===== src/rtl/uart_cmd_pkg.sv =====
// uart_cmd_pkg: opcodes, FSM encodings and default widths for the UART command engine
package uart_cmd_pkg;
  localparam int OPW_DEF  = 16;
  localparam int RESW_DEF = 40;
  localparam logic [1:0] OP_ADD = 2'd0;
  localparam logic [1:0] OP_SUB = 2'd1;
  localparam logic [1:0] OP_MAC = 2'd2;
  localparam logic [1:0] OP_RET = 2'd3;
  localparam logic [2:0] ST_IDLE = 3'd0;
  localparam logic [2:0] ST_OPA  = 3'd1;
  localparam logic [2:0] ST_OPB  = 3'd2;
  localparam logic [2:0] ST_EXEC = 3'd3;
  localparam logic [2:0] ST_SEND = 3'd4;
  localparam logic [1:0] SER_IDLE = 2'd0;
  localparam logic [1:0] SER_SEND = 2'd1;
  localparam logic [1:0] SER_WAIT = 2'd2;
endpackage


===== src/rtl/uart_resp_ser.sv =====
// uart_resp_ser: serialises a latched result word to uart_tx MSB byte first, pulses oDone after the last byte
module uart_resp_ser
  import uart_cmd_pkg::*;
#(
  parameter int RESW = RESW_DEF
) (
  input  logic            iClk,
  input  logic            iRst,
  input  logic            iGo,
  input  logic [RESW-1:0] iWord,
  input  logic            iTxBusy,
  input  logic            iTxDone,
  output logic [7:0]      oTxByte,
  output logic            oTxStart,
  output logic            oDone
);
  localparam int NR = RESW / 8;
  localparam int IW = $clog2(NR + 1);
  logic [1:0]      r_state;
  logic [IW-1:0]   r_idx;
  logic [RESW-1:0] r_word;
  logic [7:0]      r_tx_byte;
  logic            r_tx_start;
  logic [7:0]      w_byte;
  assign w_byte   = 8'(r_word >> {r_idx, 3'b000});
  assign oTxByte  = r_tx_byte;
  assign oTxStart = r_tx_start;
  assign oDone    = r_state == SER_WAIT && iTxDone && r_idx == '0;
  // One start pulse per byte; the next byte is only offered after uart_tx reports done and is idle
  always_ff @(posedge iClk) begin
    if (iRst) begin
      r_state    <= SER_IDLE;
      r_idx      <= '0;
      r_word     <= '0;
      r_tx_byte  <= '0;
      r_tx_start <= 1'b0;
    end else begin
      r_tx_start <= 1'b0;
      case (r_state)
        SER_IDLE: if (iGo) begin
          r_word  <= iWord;
          r_idx   <= IW'(NR - 1);
          r_state <= SER_SEND;
        end
        SER_SEND: if (!iTxBusy) begin
          r_tx_byte  <= w_byte;
          r_tx_start <= 1'b1;
          r_state    <= SER_WAIT;
        end
        SER_WAIT: if (iTxDone) begin
          r_state <= r_idx == '0 ? SER_IDLE : SER_SEND;
          r_idx   <= r_idx == '0 ? r_idx : r_idx - 1'b1;
        end
        default: r_state <= SER_IDLE;
      endcase
    end
  end
endmodule


===== src/rtl/uart_cmd_engine.sv =====
// uart_cmd_engine: parses UART opcode/operand frames, runs ADD/SUB/MAC into an accumulator, returns it on RET
// Optional inter-byte timeout while collecting operands is enabled by defining CMD_TIMEOUT_EN.
module uart_cmd_engine
  import uart_cmd_pkg::*;
#(
  parameter int OPW     = OPW_DEF,
  parameter int RESW    = RESW_DEF,
  parameter int TIMEOUT = 1000
) (
  input  logic            iClk,
  input  logic            iRst,
  input  logic [7:0]      iRxByte,
  input  logic            iRxDone,
  input  logic            iTxBusy,
  input  logic            iTxDone,
  output logic [7:0]      oTxByte,
  output logic            oTxStart,
  output logic            oBusy,
  output logic            oErr,
  output logic [RESW-1:0] oAcc
);
  localparam int NB = OPW / 8;
  localparam int CW = $clog2(NB + 1);
  logic [2:0]       r_state;
  logic [1:0]       r_op;
  logic [OPW-1:0]   r_a, r_b;
  logic [CW-1:0]    r_cnt;
  logic [RESW-1:0]  r_acc;
  logic             r_err;
  logic             w_last, w_op_ok, w_go, w_done, w_tmo, w_frame;
  logic [OPW-1:0]   w_shift_a, w_shift_b;
  logic [2*OPW-1:0] w_prod;
  logic [RESW-1:0]  w_res;
  assign w_last    = r_cnt == CW'(NB - 1);
  assign w_op_ok   = iRxByte[7:2] == 6'd0;
  assign w_go      = r_state == ST_IDLE && iRxDone && w_op_ok && iRxByte[1:0] == OP_RET;
  assign w_frame   = r_state == ST_OPA || r_state == ST_OPB;
  assign w_shift_a = (r_a << 8) | OPW'(iRxByte);
  assign w_shift_b = (r_b << 8) | OPW'(iRxByte);
  assign w_prod    = r_a * r_b;
  assign oBusy     = r_state != ST_IDLE;
  assign oErr      = r_err;
  assign oAcc      = r_acc;
`ifdef CMD_TIMEOUT_EN
  localparam int TW = $clog2(TIMEOUT + 1);
  logic [TW-1:0] r_tmo;
  assign w_tmo = w_frame && !iRxDone && r_tmo == TW'(TIMEOUT - 1);
  // Inter-byte timer: restarts on every received byte and only runs while an operand frame is open
  always_ff @(posedge iClk) begin
    r_tmo <= (iRst || iRxDone || !w_frame) ? '0 : r_tmo + 1'b1;
  end
`else
  assign w_tmo = 1'b0;
`endif
  // EXEC result; operands are zero-extended to the accumulator width and wrap modulo 2^RESW
  always_comb begin
    w_res = r_op == OP_ADD ? RESW'(r_a) + RESW'(r_b) :
            r_op == OP_SUB ? RESW'(r_a) - RESW'(r_b) : r_acc + RESW'(w_prod);
  end
  // Frame parser and accumulator; errors flag bad opcodes, bytes arriving mid-send and timeouts
  always_ff @(posedge iClk) begin
    if (iRst) begin
      r_state <= ST_IDLE;
      r_op    <= OP_ADD;
      r_a     <= '0;
      r_b     <= '0;
      r_cnt   <= '0;
      r_acc   <= '0;
      r_err   <= 1'b0;
    end else begin
      r_err <= (iRxDone && ((r_state == ST_IDLE && !w_op_ok) || r_state == ST_SEND)) || w_tmo;
      case (r_state)
        ST_IDLE: if (iRxDone && w_op_ok) begin
          r_op    <= iRxByte[1:0];
          r_cnt   <= '0;
          r_state <= iRxByte[1:0] == OP_RET ? ST_SEND : ST_OPA;
        end
        ST_OPA: if (w_tmo) r_state <= ST_IDLE;
        else if (iRxDone) begin
          r_a     <= w_shift_a;
          r_cnt   <= w_last ? '0 : r_cnt + 1'b1;
          r_state <= w_last ? ST_OPB : ST_OPA;
        end
        ST_OPB: if (w_tmo) r_state <= ST_IDLE;
        else if (iRxDone) begin
          r_b     <= w_shift_b;
          r_cnt   <= w_last ? '0 : r_cnt + 1'b1;
          r_state <= w_last ? ST_EXEC : ST_OPB;
        end
        ST_EXEC: begin
          r_acc   <= w_res;
          r_state <= ST_IDLE;
        end
        ST_SEND: if (w_done) begin
          r_acc   <= '0;
          r_state <= ST_IDLE;
        end
        default: r_state <= ST_IDLE;
      endcase
    end
  end
  uart_resp_ser #(.RESW(RESW)) u_ser (
    .iClk    (iClk),
    .iRst    (iRst),
    .iGo     (w_go),
    .iWord   (r_acc),
    .iTxBusy (iTxBusy),
    .iTxDone (iTxDone),
    .oTxByte (oTxByte),
    .oTxStart(oTxStart),
    .oDone   (w_done)
  );
endmodule

===== config.mk =====
export PLATFORM = sky130hd
export DESIGN_NAME = uart_cmd_engine
export DESIGN_NICKNAME = d
export VERILOG_FILES = /design/src/rtl/uart_cmd_pkg.sv /design/src/rtl/uart_resp_ser.sv /design/src/rtl/uart_cmd_engine.sv
export SDC_FILE = /design/constraint.sdc
export NUM_CORES = 1
export LEC_CHECK = 0
export CORE_UTILIZATION = 36
export CTS_CLUSTER_DIAMETER = 120
export DETAILED_ROUTE_END_ITERATION = 8
export PLACE_DENSITY = 0.63
export SKIP_CTS_REPAIR_TIMING = 1
export SLEW_MARGIN = 20
export SYNTH_ARGS = -nofsm -noshare
export SYNTH_HDL_FRONTEND = slang
export SYNTH_HIERARCHICAL = 1
export SYNTH_SLANG_ARGS = --single-unit

===== constraint.sdc =====
create_clock -name iClk -period 15.1 [get_ports iClk]
set_input_delay 1.51 -clock iClk [delete_from_list [all_inputs] [get_ports iClk]]
set_output_delay 1.51 -clock iClk [all_outputs]
set_load 0.01 [all_outputs]

## Yosys cells after proc, flatten, opt, wreduce, memory -nomap -nowiden

Index checks and enable logic that the tools add are counted.
Widths: inputs -> output; s select.

- Order comparisons: 0
- Reduce and logical (&&, ||, !) cells: 31
- Divide/modulo/power cells: 0
- Equality and inequality tests: 18
- Multiplexer cells: 26
- Shift-type cells: 1
- Add/subtract/negate cells: 5
- Bitwise logic cells: 4
- Multiply operators: 1

Operator list:

| operator | number |
|---|---|
| $mux 40 | 3 |
| $pmux 40 s2 | 1 |
| $add 40x32->40 | 1 |
| $shr 40x6->8 | 1 |
| $mul 16x16->32 | 1 |
| $or 16x8->16 | 2 |
| $mux 3 | 8 |
| $add 16x16->17 | 1 |
| $sub 16x16->17 | 1 |
| $mux 2 | 7 |
| $pmux 3 s4 | 1 |
| $reduce_and 2->1 | 6 |
| $ne 2x2->1 const B | 5 |
| $logic_and 1x1->1 | 8 |
| $ne 2x1->1 const B | 4 |
| $reduce_and 4->1 | 2 |
| $eq 2x1->1 const B | 3 |
| $eq 3x2->1 const B | 2 |
| $logic_not 3->1 | 2 |
| $logic_not 6->1 | 1 |
| $pmux 2 s3 | 1 |
| $pmux 3 s2 | 1 |
| $reduce_and 3->1 | 2 |
| $reduce_bool 2->1 | 3 |
| other kinds (13) | 19 |

- ROM bits: 0
- Output and inout bits: 51
- Memory bits (writable): 0
- Register bits: 134
- Memories: 0
- Input port bits: 13
- Logic and storage cells: 98
- Latch bits: 0

## Logic depth before layout (Yosys ltp)

- Word-level depth: 6
- Gate-level depth with buffers: 27
- Depth with buffers taken out: 24

## Cells and area by module

The synthesis kept the hierarchy.

By module, submodules not included:

| module | area each (µm²) | times used | cells each | seq. area each (µm²) |
|---|---|---|---|---|
| uart_cmd_engine | 14442.6 | 1 | 1780 | 1601.5 |
| uart_resp_ser | 2413.6 | 1 | 294 | 1081.0 |

## Worst setup path before layout

Ideal clock, no wire load.

- Path type: reg-to-reg
- Start: register r_b[1]
- End: register r_acc[39] (netlist: oAcc[39])
- Stages on the path, launching flop included: 23
- Library setup time: 0.062 ns
- Slack: 8.929 ns
- Buffers on the path: 2
- Arrival: 6.108 ns
- Data required time: 15.038 ns
- Period minus slack after synthesis: 6.171 ns
- Path through: dfxtp_1 > clkbuf_1 > nand2_1 > fa_1 > inv_1 > fa_1 > inv_1 > fa_1 > inv_1 > fa_1 > fa_1 > inv_1 > fa_1 > inv_1 > ha_1 > clkbuf_1 > and2_1 > o211ai_1 > o41a_1 > o211ai_1 > o41ai_2 > or4_1 > nand3_1

- Cells in the longest elaborated chain, start to end: 5
- Elaborated cells between the ends (all ways): 6
- Those cells by class: add/sub (2); mul (1); mux (3)

Ends and longest elaborated chain:

| element | line | RTL |
|---|---|---|
| from (decl) | uart_cmd_engine.sv:26 | `logic [OPW-1:0] r_a, r_b;` |
| from (signal assigned) | uart_cmd_engine.sv:86 | `r_b <= w_shift_b;` |
| $mul 16x16->32 | uart_cmd_engine.sv:40 | `assign w_prod = r_a * r_b;` |
| $add 40x32->40 | uart_cmd_engine.sv:58 | `r_op == OP_SUB ? RESW'(r_a) - RESW'(r_b) : r_acc + RESW'(w_prod);` |
| $mux 40 (*) | uart_cmd_engine.sv:58 |  |
| $mux 40 (*) | uart_cmd_engine.sv:57 | `w_res = r_op == OP_ADD ? RESW'(r_a) + RESW'(r_b) :` |
| $pmux 40 s2 (*) | uart_cmd_engine.sv:72 | `case (r_state)` |
| to (signal assigned) | uart_cmd_engine.sv:91 | `r_acc <= w_res;` |
| to (decl) | uart_cmd_engine.sv:28 | `logic [RESW-1:0] r_acc;` |

Every way passes the cells marked *; elsewhere a longest branch is shown, timed or not.
A chain may end at the register's enable or synchronous reset.

## Final worst setup path

- Start: register r_a[12]
- End: register r_acc[36] (netlist: oAcc[36])

- Cells in the longest elaborated chain, start to end: 5
- Elaborated cells between the ends (all ways): 6
- Those cells by class: add/sub (2); mul (1); mux (3)

Ends and longest elaborated chain:

| element | line | RTL |
|---|---|---|
| from (decl) | uart_cmd_engine.sv:26 |  |
| from (signal assigned) | uart_cmd_engine.sv:80 | `r_a <= w_shift_a;` |
| $mul 16x16->32 | uart_cmd_engine.sv:40 |  |
| $add 40x32->40 | uart_cmd_engine.sv:58 |  |
| $mux 40 (*) | uart_cmd_engine.sv:58 |  |
| $mux 40 (*) | uart_cmd_engine.sv:57 |  |
| $pmux 40 s2 (*) | uart_cmd_engine.sv:72 |  |

Marks and branches as above.

==> summary.md <==
| Metric | Value |
|---|---|
| Core Box Area | `around 46,000 µm²` |
| GR Overflow Total | `0` |
| Syn Std Cell Area | `approximately 17,000 µm²` |
| Max IR drop VDD | `~0.000042 V` |
| Drt total wl | `approximately 50 mm` |
| Multi-input combinational cell area | `between 10,000 and 15,000 µm²` |
| Yosys top cell area share | `0.2708` |
| RSZ-0062 raised after global routing | `no` |
| Clk slew on worst S/H paths | `~0.070 ns` |
| Worst skew pair latency | `~0.45 ns` |
| Worst setup margin | `roughly 7.8 ns` |
| Pre-antenna DRT Iters | `5` |
| Pwr dens | `around 43 nW/µm²` |
| Fill cells | `4,628` |
| Final Cycle Share | `0.4806` |
| Lkg Pwr | `approximately 0.0084 µW` |
| Status | `finished, final reports clean` |
| Initial antenna violation count | `0` |
| Top post-synthesis cells by count | `inv_1 (392), nand2_1 (344), fa_1 (228)` |
| Remaining antenna violation count | `0` |
| Syn Nets | `between 2,000 and 2,500` |
| Crit path buf inv count | `6` |
| All-Layer GR Usage | `0.2202` |
| HP Class | `reg -> reg` |
| Port bufs | `63` |
| Synth Area in Adders | `0.3777` |
| EDFF count, synth | `0` |
| Synthesized instance count | `~2,100` |
| Yosys reg bits | `134` |
| Routability Congestion | `0.9481` |
| Slowest cell on crit path | `dfxtp_1` |
| Setup TNS | `0 ns` |
| Most frequent cell after synthesis | `inv_1` |
| Warnings from Yosys | `6` |
| Final setup fails | `0` |
| Worst relative slew slack | `0.2987` |
| Simple logic cell fraction of the synthesized area | `0.1783` |
| Number of global-route vias before repair | `~15,000` |
| CP required | `between 15 and 20 ns` |
| Post-place setup slack | `about 8.0 ns` |
| Slew at the pin closest to its max-slew limit | `1.042 ns` |
| FF+latch area | `~2700 µm²` |
| Yosys cell types | `76` |
| Crit path cell chain | `ha_1, inv_1, fa_1, inv_1, fa_1, inv_1, fa_1, inv_1, fa_1, fa_1, inv_1, fa_1, inv_1, ha_1, nand2_1, o21ai_0, a211oi_1, o21ai_0, a2111oi_0, a21oi_1, a2bb2oi_1, xnor2_1, a221o_1` |
| Skew final | `roughly 0.014 ns` |
| Reg2reg path depth | `23` |
| First-pass GRT wire length | `between 80 and 90 mm` |
| DP HPWL | `roughly 38 mm` |
| Starting DRT DRC Count | `approximately 1,100` |
| Post-synthesis sequential area ratio | `0.1591` |
| CTS buffer count | `17` |
| R2r setup slk | `between 7 and 8 ns` |
| Post-synth top area cell | `fa_1` |
| Vias post-DR | `~14,000` |
| Max Root-Sink Buffers | `2` |
| Fin crit period | `between 7 and 8 ns` |
| Final #Nets | `around 2,400` |
| # DRC | `0` |
| Max Transition Viols Final | `0` |
| Final hold violation count | `0` |
| Reg2Reg Capture Point | `oAcc[36]` |
| Crit. Startpoint | `r_a[12]` |
| Die width | `between 200 and 250 µm` |
| Routed WL per cell | `18.62 µm` |
| Clock root cell | `clkbuf_16` |
| Layout cells sized above 1 | `0.03038` |
| Max stage delay on crit path | `slightly above 0.9 ns` |
| Io pins | `64` |
| Initial core utilization | `0.3683` |
| Crit Reg-Reg Startpoint | `r_a[12]` |
| Main synth FF type | `dfxtp_1` |
| Type of origin of the critical path | `register` |
| CP Data Arrival Time | `around 7.6 ns` |
| Post-synthesis mux area share | `0.01544` |
| Synth area leaders | `fa_1 (27%), dfxtp_1 (16%), ha_1 (11%), inv_1 (8.7%), nand2_1 (7.7%)` |
| Combinational family with the most area after synthesis | `adder cells` |
| CP top delay family | `adder cells` |
| Maxcap violations | `0` |
| Compound-gate portion of the synthesized area | `0.1315` |
| Ys async rst share | `0` |
| Critical path type | `reg -> reg` |
| H-tree levels | `4` |
| Largest net degree at the start of global routing | `62` |
| CTS sink cnt | `approximately 130` |
| XOR/XNOR Fraction of Synth Area | `0.02130` |
| Vias per std cell | `around 5.3` |
| Setup crit end kind | `register` |
| CTS tree | `yes` |
| Fmax | `137.8 MHz` |
| Syn-to-layout area delta | `9.130%` |
| Critical Path Sink | `oAcc[36]` |
| Cell Rows | `just under 80` |
| Crit path depth | `23` |
| Critical path peak fanout | `18` |
| Ant diodes | `0` |
| Avg Inst Size Synth | `about 8.1 µm²` |
| Die area | `between 40,000 and 50,000 µm²` |
| Die Span Y | `between 200 and 250 µm` |
[flip-flops by register name, summed over array words and instances, names as in the netlist]
register        count
u_ser/r_idx         3
oAcc               40
oErr                1
r_op                2
u_ser/oTxByte       8
r_state             3
u_ser/oTxStart      1
r_a                16
u_ser/r_state       2
u_ser/r_word       40
r_cnt               2
r_b                16
[per-layer routing]
| layer | track usage | vias up | part of all wire |
|---|---|---|---|
| met2 | 0.3535 | 555 | 0.46 |
| met4 | 0.09044 | 0 | 0.038 |
| li1 | - | 6498 | - |
| met5 | 0 | - | 0 |
| met1 | 0.2961 | 7020 | 0.43 |
| met3 | 0.03062 | 94 | 0.068 |
[worst register-to-register path: cells and delay by family, from the launching register on]
family          cells  cell delay [ns]
fa+ha+maj           8             3.78
buf+inv             6             0.37
compound gates      7             1.77
simple gates        1             0.13
xor+xnor            1             0.14
flops               1             0.93
[kinds of logic after synthesis]
family,Yosys count
buffers and inverters,498
AND/OR/NAND/NOR,646
AO/OA/AOI/OAI,357
multiplexers,26
adder cells (fa/ha/maj),372
flip-flops,134
XOR/XNOR,41
[cell type report]
| class | instances | share of cell area |
|---|---|---|
| clock buffers | 18 | 0.02387 |
| clock inverters | 14 | 0.007618 |
| inverters | 395 | 0.08060 |
| multi-input cells | 1442 | 0.6639 |
| flip-flops and latches | 134 | 0.1458 |
| well taps | 600 | 0.04081 |
| repair buffers | 71 | 0.03741 |
[through the flow]
step           hold WS, ns  cell area (µm²)  power (µW)  cells  utilization
6_report            0.4540            18400       797.0   2674       0.4019
5_1_grt             0.4706            18400       817.9   2674       0.4019
4_1_cts             0.4544            18390       804.5   2674       0.4018
3_5_place_dp        0.4462            17810       379.3   2642       0.3892
3_3_place_gp        0.4396            17810       379.3   2642       0.3892
2_1_floorplan       0.4272            16860       370.8   2074            -
[worst min path at each step]
stage	from	to	slack, ns	cells past startpoint
4_1_cts	u_ser/r_word[14]	u_ser/r_word[14]	0.45	2
2_1_floorplan	r_cnt[1]	r_cnt[1]	0.43	2
6_report	u_ser/r_word[10]	u_ser/r_word[10]	0.45	2
3_3_place_gp	r_cnt[1]	r_cnt[1]	0.44	2
3_5_place_dp	u_ser/r_word[13]	u_ser/r_word[13]	0.45	2
5_1_grt	u_ser/r_word[20]	u_ser/r_word[20]	0.47	2
[report_power, final]
group | switching (µW) | leakage, µW | internal (µW)
sequential | 0.556 | 0.00108 | 354
clock | 190 | 0.000269 | 235
combinational | 12.0 | 0.00709 | 5.39
[cell usage in the layout, fill, tap and decap left out, types with 12 or more instances in the layout]
| cell type | synthesis | layout |
|---|---|---|
| a21o_1 | 23 | 23 |
| and3_1 | 14 | 14 |
| ha_1 | 144 | 144 |
| a31oi_1 | 12 | 12 |
| o211ai_1 | 15 | 15 |
| xnor2_1 | 20 | 20 |
| nor2_1 | 69 | 68 |
| dfxtp_1 | 134 | 134 |
| inv_1 | 392 | 392 |
| nand3_1 | 23 | 23 |
| clkdlybuf4s50_1 | 0 | 62 |
| nor2b_1 | 21 | 20 |
| nor3_1 | 23 | 23 |
| and2_1 | 103 | 103 |
| nand2_1 | 344 | 344 |
| xor2_1 | 21 | 21 |
| o21ai_0 | 64 | 64 |
| mux2i_1 | 26 | 26 |
| clkbuf_16 | 0 | 17 |
| a21oi_1 | 151 | 151 |
| fa_1 | 228 | 228 |
(Power assumes the default switching activity.)
